<file path="src/rtl/frame_capture_ctrl.sv">
// frame_capture_ctrl: captures RGB565 camera bytes into a frame buffer as
// RGB444 pixels, framed by the camera's vsync/href.
//   clk, rst_n          pixel clock, async active-low reset
//   cfg_done            sensor configured (level); low forces IDLE
//   vsync, href         camera frame sync (high = blanking), row valid
//   ca_data[7:0]        camera byte, high byte of each pixel first
//   snap_req, run_req   freeze after next complete frame / resume
//   f_data, f_addr, f_en  frame-buffer write port (one pulse per pixel)
//   frame_done          one-cycle pulse at the end of a captured frame
//   busy, frozen        in WAIT_VS/CAPTURE, in HOLD
//   ovf, row_err        per-frame sticky: pixel dropped, bad row length
// Optional feature: define CAP_SNAPSHOT_EN to enable snap_req/run_req and HOLD.
module frame_capture_ctrl #(
  parameter int unsigned H_ACTIVE = 640,
  parameter int unsigned V_ACTIVE = 480,
  parameter int unsigned ADDR_W   = 19
) (
  input  logic              clk,
  input  logic              rst_n,
  input  logic              cfg_done,
  input  logic              vsync,
  input  logic              href,
  input  logic [7:0]        ca_data,
  input  logic              snap_req,
  input  logic              run_req,
  output logic [11:0]       f_data,
  output logic [ADDR_W-1:0] f_addr,
  output logic              f_en,
  output logic              frame_done,
  output logic              busy,
  output logic              frozen,
  output logic              ovf,
  output logic              row_err
);

  localparam int unsigned TOTAL = H_ACTIVE * V_ACTIVE;
  localparam int unsigned CNT_W = ADDR_W + 1;
  // Room for H_ACTIVE+1 so an over-long row never wraps back to H_ACTIVE.
  localparam int unsigned ROW_W = $clog2(H_ACTIVE + 2);

  typedef enum logic [1:0] {IDLE, WAIT_VS, CAPTURE, HOLD} state_e;

  state_e            state_q, state_d;
  logic              vsync_q, href_q;
  logic              phase_q, phase_d;
  logic [6:0]        hi_q, hi_d;
  logic [CNT_W-1:0]  pix_cnt_q, pix_cnt_d;
  logic [ROW_W-1:0]  row_cnt_q, row_cnt_d;
  logic [11:0]       f_data_q, f_data_d;
  logic [ADDR_W-1:0] f_addr_q, f_addr_d;
  logic              f_en_q, f_en_d;
  logic              frame_done_q, frame_done_d;
  logic              busy_q, busy_d;
  logic              ovf_q, ovf_d;
  logic              row_err_q, row_err_d;
  logic              vs_fall_c, vs_rise_c, href_fall_c;

`ifdef CAP_SNAPSHOT_EN
  logic snap_pend_q, snap_pend_d;
  logic frozen_q, frozen_d;
`else
  logic unused_req_c;
  assign unused_req_c = snap_req ^ run_req;
`endif

  // Edges are taken against the registered copies of the camera syncs.
  assign vs_fall_c   = vsync_q & ~vsync;
  assign vs_rise_c   = ~vsync_q & vsync;
  assign href_fall_c = href_q & ~href;

  // Next-state and datapath.
  always_comb begin
    state_d      = state_q;
    phase_d      = phase_q;
    hi_d         = hi_q;
    pix_cnt_d    = pix_cnt_q;
    row_cnt_d    = row_cnt_q;
    f_data_d     = f_data_q;
    f_addr_d     = f_addr_q;
    f_en_d       = 1'b0;
    frame_done_d = 1'b0;
    ovf_d        = ovf_q;
    row_err_d    = row_err_q;
`ifdef CAP_SNAPSHOT_EN
    snap_pend_d  = snap_pend_q;
    if (snap_req && !run_req) snap_pend_d = 1'b1;
`endif
    if (!cfg_done) begin
      state_d = IDLE;
      phase_d = 1'b0;
    end else begin
      case (state_q)
        IDLE: state_d = WAIT_VS;
        WAIT_VS: begin
          if (vs_fall_c) begin
            state_d   = CAPTURE;
            f_addr_d  = '0;
            pix_cnt_d = '0;
            row_cnt_d = '0;
            phase_d   = 1'b0;
            ovf_d     = 1'b0;
            row_err_d = 1'b0;
          end
        end
        CAPTURE: begin
          if (vs_rise_c) begin
            // End of frame; a half-received pixel is dropped.
            frame_done_d = 1'b1;
            phase_d      = 1'b0;
            state_d      = WAIT_VS;
`ifdef CAP_SNAPSHOT_EN
            if (snap_pend_q) begin
              state_d     = HOLD;
              snap_pend_d = 1'b0;
            end
`endif
          end else begin
            if (href) begin
              phase_d = ~phase_q;
              if (!phase_q) begin
                hi_d = {ca_data[7:4], ca_data[2:0]};
              end else begin
                if (row_cnt_q != ROW_W'(H_ACTIVE + 1)) row_cnt_d = row_cnt_q + 1'b1;
                // f_addr keeps the last written address, so it saturates.
                if (pix_cnt_q < CNT_W'(TOTAL)) begin
                  f_data_d  = {hi_q, ca_data[7], ca_data[4:1]};
                  f_addr_d  = pix_cnt_q[ADDR_W-1:0];
                  f_en_d    = 1'b1;
                  pix_cnt_d = pix_cnt_q + 1'b1;
                end else begin
                  ovf_d = 1'b1;
                end
              end
            end else begin
              phase_d = 1'b0;
            end
            if (href_fall_c) begin
              if (row_cnt_q != ROW_W'(H_ACTIVE)) row_err_d = 1'b1;
              row_cnt_d = '0;
            end
          end
        end
`ifdef CAP_SNAPSHOT_EN
        HOLD: if (run_req) state_d = WAIT_VS;
`endif
        default: state_d = IDLE;
      endcase
    end
    busy_d = (state_d == WAIT_VS) || (state_d == CAPTURE);
`ifdef CAP_SNAPSHOT_EN
    frozen_d = (state_d == HOLD);
`endif
  end

  // State and datapath registers.
  always_ff @(posedge clk or negedge rst_n) begin
    if (!rst_n) begin
      state_q      <= IDLE;
      vsync_q      <= 1'b0;
      href_q       <= 1'b0;
      phase_q      <= 1'b0;
      hi_q         <= '0;
      pix_cnt_q    <= '0;
      row_cnt_q    <= '0;
      f_data_q     <= '0;
      f_addr_q     <= '0;
      f_en_q       <= 1'b0;
      frame_done_q <= 1'b0;
      busy_q       <= 1'b0;
      ovf_q        <= 1'b0;
      row_err_q    <= 1'b0;
    end else begin
      state_q      <= state_d;
      vsync_q      <= vsync;
      href_q       <= href;
      phase_q      <= phase_d;
      hi_q         <= hi_d;
      pix_cnt_q    <= pix_cnt_d;
      row_cnt_q    <= row_cnt_d;
      f_data_q     <= f_data_d;
      f_addr_q     <= f_addr_d;
      f_en_q       <= f_en_d;
      frame_done_q <= frame_done_d;
      busy_q       <= busy_d;
      ovf_q        <= ovf_d;
      row_err_q    <= row_err_d;
    end
  end

`ifdef CAP_SNAPSHOT_EN
  // Snapshot request flag and frozen indication.
  always_ff @(posedge clk or negedge rst_n) begin
    if (!rst_n) begin
      snap_pend_q <= 1'b0;
      frozen_q    <= 1'b0;
    end else begin
      snap_pend_q <= snap_pend_d;
      frozen_q    <= frozen_d;
    end
  end
  assign frozen = frozen_q;
`else
  assign frozen = 1'b0;
`endif

  assign f_data     = f_data_q;
  assign f_addr     = f_addr_q;
  assign f_en       = f_en_q;
  assign frame_done = frame_done_q;
  assign busy       = busy_q;
  assign ovf        = ovf_q;
  assign row_err    = row_err_q;

endmodule

</file>
<file path="config.mk">
export PLATFORM = sky130hd
export DESIGN_NAME = frame_capture_ctrl
export DESIGN_NICKNAME = d
export VERILOG_FILES = /design/src/rtl/frame_capture_ctrl.sv
export SDC_FILE = /design/constraint.sdc
export NUM_CORES = 1
export LEC_CHECK = 0
export ABC_AREA = 1
export CORE_MARGIN = 5
export CORE_UTILIZATION = 55
export CTS_CLUSTER_SIZE = 40
export DETAILED_ROUTE_END_ITERATION = 8
export PLACE_DENSITY_LB_ADDON = 0.3
export SLEW_MARGIN = 20
export SYNTH_ARGS = -nofsm -noshare
export SYNTH_HDL_FRONTEND = slang
export SYNTH_SLANG_ARGS = --single-unit
export TNS_END_PERCENT = 5
</file>
<file path="constraint.sdc">
create_clock -name clk -period 2.28 [get_ports clk]
set_input_delay 0.57 -clock clk [delete_from_list [all_inputs] [get_ports clk]]
set_output_delay 0.57 -clock clk [all_outputs]
set_load 0.02 [all_outputs]
</file>
=== Word-level counts from Yosys, hierarchy flattened ===
Index checks and enable logic that the tools add are counted.

* Eq/ne operators: 19
* Add/subtract/negate cells: 2
* Reductions and logical operators: 10
* $lt $le $gt $ge: 1
* Bitwise gates (word level): 8
* Mux-type cells: 46

{| class="wikitable"
|+ Operators by type and width
! operator !! number
|-
| two-way mux 20 bit || 5
|-
| two-way mux 19 bit || 5
|-
| two-way mux 10 bit || 6
|-
| one-hot mux 20 bit (2 select lines) || 1
|-
| one-hot mux 19 bit (2 select lines) || 1
|-
| AND reduction 7 bit || 3
|-
| adder 20 x 1 -> 20 bit, second input constant || 1
|-
| less-than comparator 20 x 19 -> 1 bit, second input constant || 1
|-
| two-way mux 1 bit || 20
|-
| inequality test 10 bit, second input constant || 2
|-
| one-hot mux 10 bit (2 select lines) || 1
|-
| inequality test 2 bit, second input constant || 8
|-
| inequality test 3 bit, second input constant || 4
|-
| AND reduction 6 bit || 2
|-
| adder 10 x 1 -> 10 bit, second input constant || 1
|-
| two-way mux 2 bit || 3
|-
| one-hot mux 1 bit (2 select lines) || 3
|-
| one-hot mux 2 bit (3 select lines) || 1
|-
| NOT 1 bit || 5
|-
| AND reduction 5 bit || 1
|-
| == test 2 x 1 -> 1 bit, second input constant || 2
|-
| == test 2 bit, second input constant || 2
|-
| AND 1 bit || 3
|-
| inequality test 3 x 1 -> 1 bit, second input constant || 1
|-
| 4 further kinds || 4
|}

* Logic and storage cells: 100
* Output and inout bits: 37
* Bits in registers: 78
* Input bits: 15

=== Longest topological paths before layout ===
* Depth in word-level cells: 7
* Gate-level depth with buffers: 10
* Gate-level depth less buffers: 10

=== Worst setup path after synthesis ===
Ideal clock, no wire load.

* Path kind: input to register
* Start point: input port vsync
* End point: register f_data_q[0] (netlist: f_data[0])
* Library setup time: 0.116 ns
* Path buffers: 1
* Setup slack: 0.839 ns
* Data arrival time: 1.325 ns
* Stages: 7
* Data required time: 2.164 ns
* Path through: nand2_1 > nand3_2 > nor2_1 > nand3_2 > clkbuf_1 > nand2_1 > nand2_1

* Word-level cells in the longest chain between the ends: 3

{| class="wikitable"
|+ RTL lines
! element !! line !! text
|-
| start: declaration || 21 || <nowiki>input logic vsync,</nowiki>
|-
| AND 1 bit || 68 || <nowiki>assign vs_rise_c = ~vsync_q & vsync;</nowiki>
|-
| NOT 1 bit (no source line) || n/a ||
|-
| AND reduction 6 bit (no source line) || n/a ||
|-
| end signal: assignment || 180 || <nowiki>f_data_q <= f_data_d;</nowiki>
|-
| end: declaration || 49 || <nowiki>logic [11:0] f_data_q, f_data_d;</nowiki>
|}

No other way between the ends.
A chain may end at the register's enable or synchronous reset.

=== Worst setup path in the final report ===
* Start point: register ovf_q (netlist: ovf)
* End point: output port ovf

{| class="wikitable"
|+ RTL lines
! element !! line !! text
|-
| start: declaration || 54 || <nowiki>logic ovf_q, ovf_d;</nowiki>
|-
| start signal: assignment || 185 || <nowiki>ovf_q <= ovf_d;</nowiki>
|-
| end: declaration || 32 || <nowiki>output logic ovf,</nowiki>
|}

No word-level cell between the ends.

==> results.json <==
{
  "status": "completed",
  "cts_sinks": 78,
  "top_layer_used": "met4",
  "fin_nets": 557,
  "instances_no_fill": 639,
  "drt_iter0_drc": 185,
  "dp.cells": 623,
  "grt_pass1_wl_mm": 14.4,
  "syn-num-nets": 504,
  "switching_share": 0.269,
  "power.internal_w": 0.00191,
  "power.total_w": 0.00262,
  "yosys.area_share.simple": 0.304,
  "insertedDiodeCount": 0,
  "synth_top_cell_by_area": "dfrtp_1",
  "synth_top_area_share": 0.510,
  "yosysMostFrequentCell": "nand2_1",
  "synth_top_family_by_area": "simple AND/OR/NAND/NOR gates",
  "p_clk_frac": 0.372,
  "path_buf_inv": 1,
  "p_sw_w": 0.000705,
  "via_per_inst": 5.15,
  "syn_inst": 485,
  "drtPass1Iterations": 5,
  "cts_buffers": 9,
  "period_needed_ns": 1.91,
  "multi_input_area_um2": 1570,
  "arrival_ns": 1.34,
  "path_cells": "clkdlybuf4s50_1",
  "finalInstanceArea_um2": 4580,
  "clk_latency_ns": 0.35,
  "dp_hpwl_mm": 5.81,
  "clkSlewWorstSetupHoldPaths_ns": 0.09,
  "async_flop_share": 1.00,
  "synthAdderAreaFrac": 0.0131,
  "wl_met3_um": 432,
  "die_y_um": 93.4,
  "synthXorXnorAreaFrac": 0.0137,
  "synthTopCellsByCount": "nand2_1, dfrtp_1, inv_1, nand3_1, nor2_1",
  "coreArea_um2": 6790,
  "syn-mean-instance-area_um2": 7.90,
  "seq_area_um2": 1950,
  "wl_met1_mm": 3.89,
  "synth_compound_area_frac": 0.0784,
  "pwr_density_cell_nw_per_um2": 572,
  "dpl_cell_area_um2": 4400,
  "end_kind": "output port",
  "area_growth_pct": 19.6,
  "p_leak_nw": 2.14,
  "io_buffers": 48,
  "synthTopCellsByArea": "dfrtp_1, nand2_1, inv_1, nand3_1, o21ai_1",
  "drv_slew": 0,
  "fill_cells": 586,
  "ys_seq_elements": 78,
  "timing.final.ws_setup_ns": 0.369,
  "num_rows": 30,
  "yosysSeqAreaShare": 0.510,
  "hold_buffers": 0,
  "synth-edff-count": 0,
  "ir_drop_v": 0.000294,
  "slowest_delay_ns": 0.61,
  "crit_required_ns": 1.71,
  "clk_path_buf_depth": 2,
  "seqPwrFrac": 0.554,
  "cts_root_buf": "clkbuf_8",
  "synth_flop_cell": "dfrtp_1",
  "cts_tree": "yes",
  "setup_viol": 0,
  "cp_top_family": "buffers and inverters",
  "grt_setup_unrepaired": "false",
  "die_w_um": 93.4,
  "overflow": 0,
  "cts_resized": 0,
  "clock.fmax_mhz": 523,
  "drc": 0,
  "crit_path_start_kind": "register",
  "ant_nets": 0,
  "finalSetupTns_ns": 0,
  "yosys_warnings": 0,
  "fin_skew_ns": 0.00837,
  "syn_area_um2": 3830,
  "htreeDepth": 3,
  "dp_slack_ns": 0.0596,
  "critPathKind": "reg -> out",
  "final-hold-violation-count": 0,
  "min_path_type": "in -> async",
  "wl_mm": 8.26,
  "fin_crit_sh": 0.838,
  "place_congestion": 0.896,
  "drive_gt1_frac": 0.0755,
  "cap_violations": 0,
  "io-pin-count": 52,
  "die_area_um2": 8730,
  "antenna_found_initial": 0,
  "yosysUniqueCellTypes": 29,
  "start_util": 0.564,
  "p_comb_frac": 0.074,
  "grt_max_degree": 46,
  "cts_setup_buffers": 0,
  "grt_use_total": 0.204,
  "wl_met2_mm": 3.84,
  "synth_mux_area_frac": 0,
  "slowest_stage": "clkdlybuf4s50_1",
  "critPathMaxFanout": 2,
  "drt-wirelength-per-cell_um": 12.9,
  "grt_pass1_vias": 3141,
  "via_count": 3290
}
==> worst paths after layout <==
| path | start | slack, ns | depth (start not counted) | to |
|---|---|---|---|---|
| max | ovf | 0.37 | 1 | ovf |
| min in group clk | f_addr[2] | 0.48 | 2 | f_addr[2] |
| min | rst_n | 0.16 | 1 | frame_done |
| max in group asynchronous | rst_n | 1.53 | 2 | f_addr[12] |
| min reg2reg | f_addr[2] | 0.48 | 2 | f_addr[2] |
| max reg2reg | pix_cnt_q[0] | 0.56 | 9 | pix_cnt_q[18] |
==> cell usage in the layout (no fill, tap or decap) <==
cell | synthesis | layout
a21oi_1 | 4 | 4
a21oi_2 | 1 | 1
a221oi_1 | 1 | 1
buf_12 | 0 | 1
buf_4 | 3 | 7
clkbuf_8 | 0 | 9
clkdlybuf4s50_1 | 0 | 47
clkinv_2 | 0 | 1
clkinv_4 | 0 | 1
clkinvlp_4 | 0 | 2
conb_1 | 1 | 1
dfrtp_1 | 78 | 78
ha_1 | 4 | 4
inv_1 | 53 | 53
inv_2 | 4 | 4
inv_6 | 0 | 2
inv_8 | 0 | 1
nand2_1 | 168 | 168
nand2_2 | 3 | 3
nand2_4 | 1 | 1
nand3_1 | 36 | 36
nand3_2 | 2 | 2
nand3b_1 | 3 | 3
nand4_1 | 15 | 15
nor2_1 | 34 | 34
nor2_4 | 2 | 2
nor3_1 | 6 | 6
nor4_1 | 1 | 1
o21a_1 | 1 | 1
o21ai_0 | 14 | 14
o21ai_1 | 30 | 30
o21ai_2 | 4 | 4
xnor2_1 | 1 | 1
xor2_1 | 5 | 5
==> layer usage <==
metal / vias to the layer above / global-route usage
li1: 1654 / -
met1: 1541 / 0.280
met2: 86 / 0.317
met3: 9 / 0.0451
met4: 0 / 0.0733
met5: - / 0
==> state kept, by name (all words and copies together) (netlist names) <==
register    flops
vsync_q         1
state_q         2
row_cnt_q      10
href_q          1
ovf             1
frame_done      1
hi_q            7
f_data         12
pix_cnt_q      20
f_addr         19
row_err         1
busy            1
phase_q         1
f_en            1
==> cells by family after synthesis <==
group	Yosys count
adder cells (fa/ha/maj)	4
flip-flops	78
other	1
buffers and inverters	70
AND/OR/NAND/NOR	271
AO/OA/AOI/OAI	55
XOR/XNOR	6
==> power by group through the flow <==
stage	sequential, W	combinational, W	clock, W
6_report	0.00145	0.000195	0.000973
5_1_grt	0.00145	0.000218	0.00106
4_1_cts	0.00145	0.000199	0.000999
3_5_place_dp	0.00148	0.000198	0
3_3_place_gp	0.00148	0.000192	0
2_1_floorplan	0.00149	0.0000849	0
==> area by class of cell <==
class	instances	area share
clock buffer	9	0.0270
clock inverter	7	0.0126
inverter	57	0.0467
multi-input combinational	337	0.343
sequential	78	0.426
tap	96	0.0262
timing repair buffer	55	0.119
==> metrics by stage <==
stage,utilization,hold slack [ns]
final,0.674,0.156
after global routing,0.674,0.175
after CTS,0.674,0.165
after detailed placement,0.648,0.462
after global placement,0.648,0.456
after floorplan,-,0.274
No activity file was read; power rests on OpenSTA's default activity.
